[src/rtl/bitstream_packer_pkg.sv]
// -----------------------------------------------------------------------------
// bitstream_packer_pkg
// Shared encoder-side definitions for the variable-length codeword path:
//   - VLC_MAX_LEN : longest codeword (16-bit Huffman code + 11 magnitude bits)
//   - packer FSM state encodings (legacy localparams plus a typed enum twin)
//   - VLC_PACKET  : {code, len} handed from the Huffman/magnitude merge stage
//   - clamp_len   : saturates a codeword length to a legal maximum
// The output bus width comes from the project-wide `IN_BUS_WIDTH macro.
// -----------------------------------------------------------------------------
`ifndef IN_BUS_WIDTH
`define IN_BUS_WIDTH 32
`endif

package bitstream_packer_pkg;

   localparam int VLC_MAX_LEN = 27;
   localparam int VLC_LEN_W   = 5;

   // Packer FSM encodings
   localparam logic [1:0] PK_ST_IDLE  = 2'd0;
   localparam logic [1:0] PK_ST_RUN   = 2'd1;
   localparam logic [1:0] PK_ST_FLUSH = 2'd2;
   localparam logic [1:0] PK_ST_DONE  = 2'd3;

   typedef enum logic [1:0] {
      PK_IDLE  = PK_ST_IDLE,
      PK_RUN   = PK_ST_RUN,
      PK_FLUSH = PK_ST_FLUSH,
      PK_DONE  = PK_ST_DONE
   } pk_state_e;

   // Codeword as produced by the upstream Huffman/magnitude merge
   typedef struct packed {
      logic [VLC_MAX_LEN-1:0] code;
      logic [VLC_LEN_W-1:0]   len;
   } VLC_PACKET;

   // Saturate an incoming length so an illegal value cannot overrun the
   // accumulator.
   function automatic logic [VLC_LEN_W-1:0] clamp_len(
      input logic [VLC_LEN_W-1:0] len,
      input logic [VLC_LEN_W-1:0] max_len
   );
      logic [VLC_LEN_W-1:0] res;
      if (len > max_len) begin
         res = max_len;
      end else begin
         res = len;
      end
      return res;
   endfunction

endpackage

[src/rtl/bitstream_packer_chk.sv]
// -----------------------------------------------------------------------------
// bitstream_packer_chk
// Protocol checker for bitstream_packer. Flags any accepted codeword whose
// length exceeds MAX_LEN (the datapath clamps such lengths).
// Ports:
//   clk, rst           clock, asynchronous active-low reset
//   valid_in, ready_out codeword handshake
//   len_in             codeword length
// -----------------------------------------------------------------------------
module bitstream_packer_chk #(
   parameter int MAX_LEN = 27
) (
   input logic       clk,
   input logic       rst,
   input logic       valid_in,
   input logic       ready_out,
   input logic [4:0] len_in
);

   localparam logic [4:0] MAX_LEN_L = 5'(MAX_LEN);

   // Accepted codewords must have a legal length
   a_len_legal: assert property (@(posedge clk) disable iff (!rst)
      (valid_in && ready_out) |-> (len_in <= MAX_LEN_L));

endmodule

[src/rtl/bitstream_packer.sv]
// -----------------------------------------------------------------------------
// bitstream_packer
// Packs LSB-first variable-length codewords into BUS_W-bit words for the
// decoder front end, under the decoder's request flow control. An end-of-scan
// flush pads the last partial word with 1s and then pulses done_out.
// Ports:
//   clk        clock
//   rst        asynchronous active-low reset
//   code_in    codeword, LSB is the first stream bit; bits >= len_in ignored
//   len_in     codeword length 0..MAX_LEN (0 = no-op)
//   valid_in   codeword valid
//   ready_out  codeword accepted when valid_in && ready_out
//   flush_in   end-of-scan, sampled when ready_out = 1
//   data_out   packed word (0 when valid_out = 0)
//   valid_out  data_out valid
//   request    downstream takes a word when valid_out && request
//   done_out   one-cycle pulse when the flush has completed
// All outputs are decoded from registers only.
// -----------------------------------------------------------------------------
module bitstream_packer
   import bitstream_packer_pkg::*;
#(
   parameter int BUS_W   = `IN_BUS_WIDTH,
   parameter int MAX_LEN = VLC_MAX_LEN
) (
   input  logic               clk,
   input  logic               rst,
   input  logic [MAX_LEN-1:0] code_in,
   input  logic [4:0]         len_in,
   input  logic               valid_in,
   output logic               ready_out,
   input  logic               flush_in,
   output logic [BUS_W-1:0]   data_out,
   output logic               valid_out,
   input  logic               request,
   output logic               done_out
);

   localparam int ACC_W = BUS_W + MAX_LEN;
   localparam int CNT_W = $clog2(ACC_W + 1);

   localparam logic [CNT_W-1:0] BUS_CNT   = CNT_W'(BUS_W);
   localparam logic [CNT_W-1:0] ZERO_CNT  = {CNT_W{1'b0}};
   localparam logic [4:0]       MAX_LEN_L = 5'(MAX_LEN);
   localparam logic [ACC_W-1:0] WORD_MASK = {{MAX_LEN{1'b0}}, {BUS_W{1'b1}}};

   logic [ACC_W-1:0] acc_r;
   logic [CNT_W-1:0] cnt_r;
   logic [1:0]       state_r;

   logic [ACC_W-1:0] acc_nxt_s;
   logic [CNT_W-1:0] cnt_nxt_s;
   logic [1:0]       state_nxt_s;

   logic             run_s;
   logic             flush_st_s;
   logic             ready_s;
   logic             valid_s;
   logic             accept_s;
   logic             xfer_s;
   logic [4:0]       len_eff_s;
   logic [CNT_W-1:0] len_cnt_s;
   logic [ACC_W-1:0] code_ext_s;
   logic [ACC_W-1:0] acc_shift_s;
   logic [CNT_W-1:0] base_s;
   logic [ACC_W-1:0] fill_s;

   assign run_s      = (state_r == PK_ST_RUN);
   assign flush_st_s = (state_r == PK_ST_FLUSH);
   assign ready_s    = run_s && (cnt_r <= BUS_CNT);
   assign valid_s    = (run_s || flush_st_s) && (cnt_r >= BUS_CNT);
   assign accept_s   = valid_in && ready_s;
   assign xfer_s     = valid_s && request;

   // Illegal lengths are saturated so the accumulator can never overflow
   assign len_eff_s  = clamp_len(len_in, MAX_LEN_L);
   assign len_cnt_s  = {{(CNT_W-5){1'b0}}, len_eff_s};
   assign code_ext_s = {{BUS_W{1'b0}}, code_in} & ~({ACC_W{1'b1}} << len_eff_s);

   // When a word leaves in the same cycle, the new code lands in the
   // already-shifted accumulator at cnt - BUS_W. Bits above cnt are always
   // zero, so OR-ing the code in is sufficient.
   assign acc_shift_s = xfer_s ? (acc_r >> BUS_W) : acc_r;
   assign base_s      = xfer_s ? (cnt_r - BUS_CNT) : cnt_r;

   // 1s from the current fill level up to the end of the output word
   assign fill_s = ({ACC_W{1'b1}} << cnt_r) & WORD_MASK;

   // Next-state, accumulator and fill-count update
   always_comb begin
      state_nxt_s = state_r;
      acc_nxt_s   = acc_r;
      cnt_nxt_s   = cnt_r;
      case (state_r)
         PK_ST_IDLE: begin
            state_nxt_s = PK_ST_RUN;
         end
         PK_ST_RUN: begin
            if (accept_s) begin
               acc_nxt_s = acc_shift_s | (code_ext_s << base_s);
               cnt_nxt_s = base_s + len_cnt_s;
            end else begin
               acc_nxt_s = acc_shift_s;
               cnt_nxt_s = base_s;
            end
            // A code offered with the flush is accepted above first
            if (ready_s && flush_in) begin
               state_nxt_s = PK_ST_FLUSH;
            end else begin
               state_nxt_s = PK_ST_RUN;
            end
         end
         PK_ST_FLUSH: begin
            if (xfer_s) begin
               acc_nxt_s = acc_shift_s;
               cnt_nxt_s = base_s;
            end else if (cnt_r == ZERO_CNT) begin
               state_nxt_s = PK_ST_DONE;
            end else if (cnt_r < BUS_CNT) begin
               acc_nxt_s = acc_r | fill_s;
               cnt_nxt_s = BUS_CNT;
            end else begin
               // Full word waiting for request
               acc_nxt_s = acc_r;
            end
         end
         PK_ST_DONE: begin
            acc_nxt_s   = {ACC_W{1'b0}};
            cnt_nxt_s   = ZERO_CNT;
            state_nxt_s = PK_ST_RUN;
         end
         default: begin
            acc_nxt_s   = {ACC_W{1'b0}};
            cnt_nxt_s   = ZERO_CNT;
            state_nxt_s = PK_ST_IDLE;
         end
      endcase
   end

   // State registers, cleared asynchronously so buffered bits are discarded
   always_ff @(posedge clk or negedge rst) begin
      if (!rst) begin
         acc_r   <= {ACC_W{1'b0}};
         cnt_r   <= ZERO_CNT;
         state_r <= PK_ST_IDLE;
      end else begin
         acc_r   <= acc_nxt_s;
         cnt_r   <= cnt_nxt_s;
         state_r <= state_nxt_s;
      end
   end

   assign ready_out = ready_s;
   assign valid_out = valid_s;
   assign data_out  = valid_s ? acc_r[BUS_W-1:0] : {BUS_W{1'b0}};
   assign done_out  = (state_r == PK_ST_DONE);

   bitstream_packer_chk #(
      .MAX_LEN (MAX_LEN)
   ) u_chk (
      .clk       (clk),
      .rst       (rst),
      .valid_in  (valid_in),
      .ready_out (ready_out),
      .len_in    (len_in)
   );

endmodule

[config.mk]
export PLATFORM = sky130hd
export DESIGN_NAME = bitstream_packer
export DESIGN_NICKNAME = d
export VERILOG_FILES = /design/src/rtl/bitstream_packer_pkg.sv /design/src/rtl/bitstream_packer_chk.sv /design/src/rtl/bitstream_packer.sv
export SDC_FILE = /design/constraint.sdc
export NUM_CORES = 1
export LEC_CHECK = 0
export BUFFER_PORTS_ARGS = -buffer_cell sky130_fd_sc_hd__clkbuf_2
export CORE_UTILIZATION = 24
export DETAILED_ROUTE_END_ITERATION = 12
export PLACE_DENSITY = 0.49
export SYNTH_ARGS = -nofsm -noshare
export SYNTH_HDL_FRONTEND = slang
export SYNTH_SLANG_ARGS = --single-unit
[constraint.sdc]
create_clock -name clk -period 3.3 [get_ports clk]
set_clock_uncertainty 0.1 [all_clocks]
set_input_delay 0.165 -clock clk [delete_from_list [all_inputs] [get_ports clk]]
set_output_delay 0.165 -clock clk [all_outputs]
set_load 0.01 [all_outputs]
==> key figures <==
Run status
  • Status: finished clean

Global route
  • Vias in the first global route: 7618
  • Gr ovfl total: 0
  • Wire length of the first global-routing pass: 46900 um
  • Antenna violations before repair: 0
  • GRT Overall Usage: 21.1%
  • Maximum number of pins on one net before global-route repair: 68

Die
  • Starting Density: 24.6%
  • Core Region: 28000 sq um
  • Area of the die: 29400 sq um
  • Boundary pin count: 72
  • Core Rows: 61
  • Floorplan die height: 171 um
  • Width of the die: 171 um

Detailed routing
  • Total length of routed wires: 30700 um
  • Wire length per cell: 22.5 um
  • Post-route antenna net violation count: 0
  • Residual DRC count: 0
  • Detailed Route Iter0 Violations: 1003
  • Vias after detailed routing: 7910
  • Vias/cell: 5.79
  • Total iterations of the first detailed-routing run: 8

Power and ir drop
  • Total power of the final layout: 7.03 mW
  • Maximum VDD drop: 0.296 mV
  • Leakage component of the power: 3.50 nW
  • Power density normalized to cell area: 862 nW/um^2

Clocking
  • H-tree levels: 3
  • Clock root buffer: clkbuf_16
  • Resized cells post-CTS: 0
  • Clock slew seen by the registers of the worst setup and hold paths: 0.06 ns
  • CTS Buf Count: 9
  • Worst-Skew Late Latency: 0.34 ns
  • Maximum clock insertion buffer count: 2
  • Number of buffers inserted for hold repair after clock tree synthesis: 1
  • Post-CTS setup repair buffer count: 0
  • Clk sink count: 67
  • Clock tree from TritonCTS: built

Synth
  • Sequential area share after synthesis: 24.3%
  • Cell taking the most area after synthesis: dfrtp_1
  • Unique cell type count in the Yosys netlist: 85
  • Number of enable-type register cells in the synthesized netlist: 0
  • Most area-consuming cells after synthesis: dfrtp_1 (24%), nor2_1 (5.3%), a21oi_1 (4.9%)
  • Primary FF master, synth: dfrtp_1
  • Synth Instances: 920
  • Yosys top cell area share: 24.3%
  • Synthesized flop and latch total: 67
  • Post-Synthesis Cell Area: 6890 sq um
  • Synthesized netlist net count: 969
  • Ys async rst share: 100%
  • Synth Warn #: 0
  • Avg Synthesized Cell Area: 7.49 sq um

Critical path
  • Worst Path Max Fanout: 20
  • Required time of the worst setup path: 3.38 ns
  • Setup CP Type: flop to flop
  • Crit path launch type: flop
  • Endpoint arrival time on the critical path: 3.20 ns
  • Nature of the critical path endpoint: flop

Timing
  • Setup repair after global routing missed its margin: no
  • Top achievable clock speed: 0.321 GHz
  • Fin Setup TNS: 0 ns
  • Final Cycle Share: 94.4%
  • Relative slew slack: 38.7%
  • Slew at the pin with the worst max-slew slack: 0.920 ns
  • Worst path setup slack after routing: 0.185 ns
  • Time the worst path needs with I/O delays and setup: 3.11 ns
  • Final hold viol count: 0
  • Setup Viol. Count Final: 0
  • Max-slew violations: 0

Place
  • Gpl congestion: 0.961
  • Post-detail-place hpwl: 23000 um
  • Placed cell area: 7870 sq um
  • Port Buffers: 71
  • Post-Place Worst Slack: 0.263 ns

Finish
  • Layout filler cell count: 3075
  • Fraction of final layout cells sized beyond drive strength 1: 18.6%
  • Area of combinational cells with multiple inputs: 4780 sq um
  • Register area: 1680 sq um
  • Nets@finish: 1031
  • Number of antenna repair diodes: 0
  • Layout overhead on the synthesized area: 18.3%
  • Fin area: 8150 sq um

Run
  • Number of violations of the max-capacitance limit: 0

Min path
  • Worst hold path class: input pin to flop
[path summary, 6_finish.rpt]
kind | startpoint | to | slack [ns] | cells past startpoint
worst max-delay path | cnt_r[0] | acc_r[58] | 0.19 | 8
worst max register to register | cnt_r[0] | acc_r[58] | 0.19 | 8
max in group asynchronous | rst | cnt_r[0] | 2.02 | 2
worst min register to register | acc_r[46] | acc_r[46] | 0.37 | 2
min in group asynchronous | rst | acc_r[46] | 0.41 | 2
worst min-delay path | flush_in | state_r[1] | 0.04 | 3
[flip-flops by register name, indices dropped and copies added (netlist names)]
signal and flops:
acc_r 59, state_r 2, cnt_r 6
[worst max-delay path, stage by stage, from the launching register on]
cell	delay [ns]
dfrtp_2	0.60
buf_4	0.26
mux2i_1	0.33
a211oi_1	0.12
a21o_1	0.25
a22oi_1	0.18
nand2_1	0.15
a222oi_1	0.78
o21ai_0	0.17
[final cells by class]
cell class,instances,area share [%]
Tap cell,378,5.80
Clock inverter,2,0.123
Inverter,22,1.01
Clock buffer,14,3.24
Timing Repair Buffer,135,10.6
Sequential cell,67,20.6
Multi-Input combinational cell,747,58.6
[stage by stage]
stage	util, %	hold WS [ns]	instances
3_5_place_dp	28.1	0.261	1348
5_1_grt	29.1	0.0722	1365
3_3_place_gp	28.1	0.261	1348
6_report	29.1	0.0362	1365
4_1_cts	29.1	0.0410	1365
2_1_floorplan	-	-0.231	920
[cells in the final DEF, fill, tap and decap left out, types with 12 or more instances in the layout]
cell / count
nor2_1: 98
dfrtp_1: 65
nor3_1: 26
mux2i_1: 30
nand2_1: 84
clkbuf_2: 70
nand3_1: 26
a22oi_1: 17
buf_4: 62
a21oi_1: 68
inv_1: 18
mux2_2: 12
a21o_1: 15
o21ai_0: 59
o211ai_1: 14
o22ai_1: 16
and3_1: 37
[report_power, final]
part | internal (mW) | leakage, nW | total [mW] | switching (mW)
clock network | 0.548 | 0.137 | 0.911 | 0.363
registers | 1.13 | 0.862 | 1.44 | 0.303
logic | 1.70 | 2.50 | 4.68 | 2.98
total | 3.39 | 3.50 | 7.03 | 3.64
[layer usage]
metal	GRT usage, %	part of all wire (%)	vias to the layer above
li1	-	-	3622
met1	27.4	42	3819
met2	34.6	46	395
met3	4.16	8.1	74
met4	7.57	3.6	0
met5	0	0	-
[synthesized netlist by cell type, types with 10 or more instances]
library cell / instances
a211oi_1: 11
a21o_1: 15
a21oi_1: 68
a22oi_1: 17
and3_1: 37
buf_1: 12
buf_2: 17
clkbuf_1: 50
dfrtp_1: 67
ha_1: 11
inv_1: 18
mux2_2: 12
mux2i_1: 30
nand2_1: 84
nand2b_1: 11
nand3_1: 26
nor2_1: 98
nor3_1: 26
o211ai_1: 14
o21ai_0: 59
o22ai_1: 16
or3_1: 10
[cell families after synthesis]
| family | count (synthesis) | share of synthesized area [%] |
|---|---|---|
| adders and majority gates | 12 | 2.29 |
| muxes | 46 | 7.62 |
| and+or+nand+nor | 345 | 24.6 |
| buffers and inverters | 106 | 6.41 |
| AOI/OAI and AO/OA | 341 | 34.4 |
| xor gates and xnor gates | 3 | 0.381 |
| DFF | 67 | 24.3 |
(Power assumes the default switching activity.)
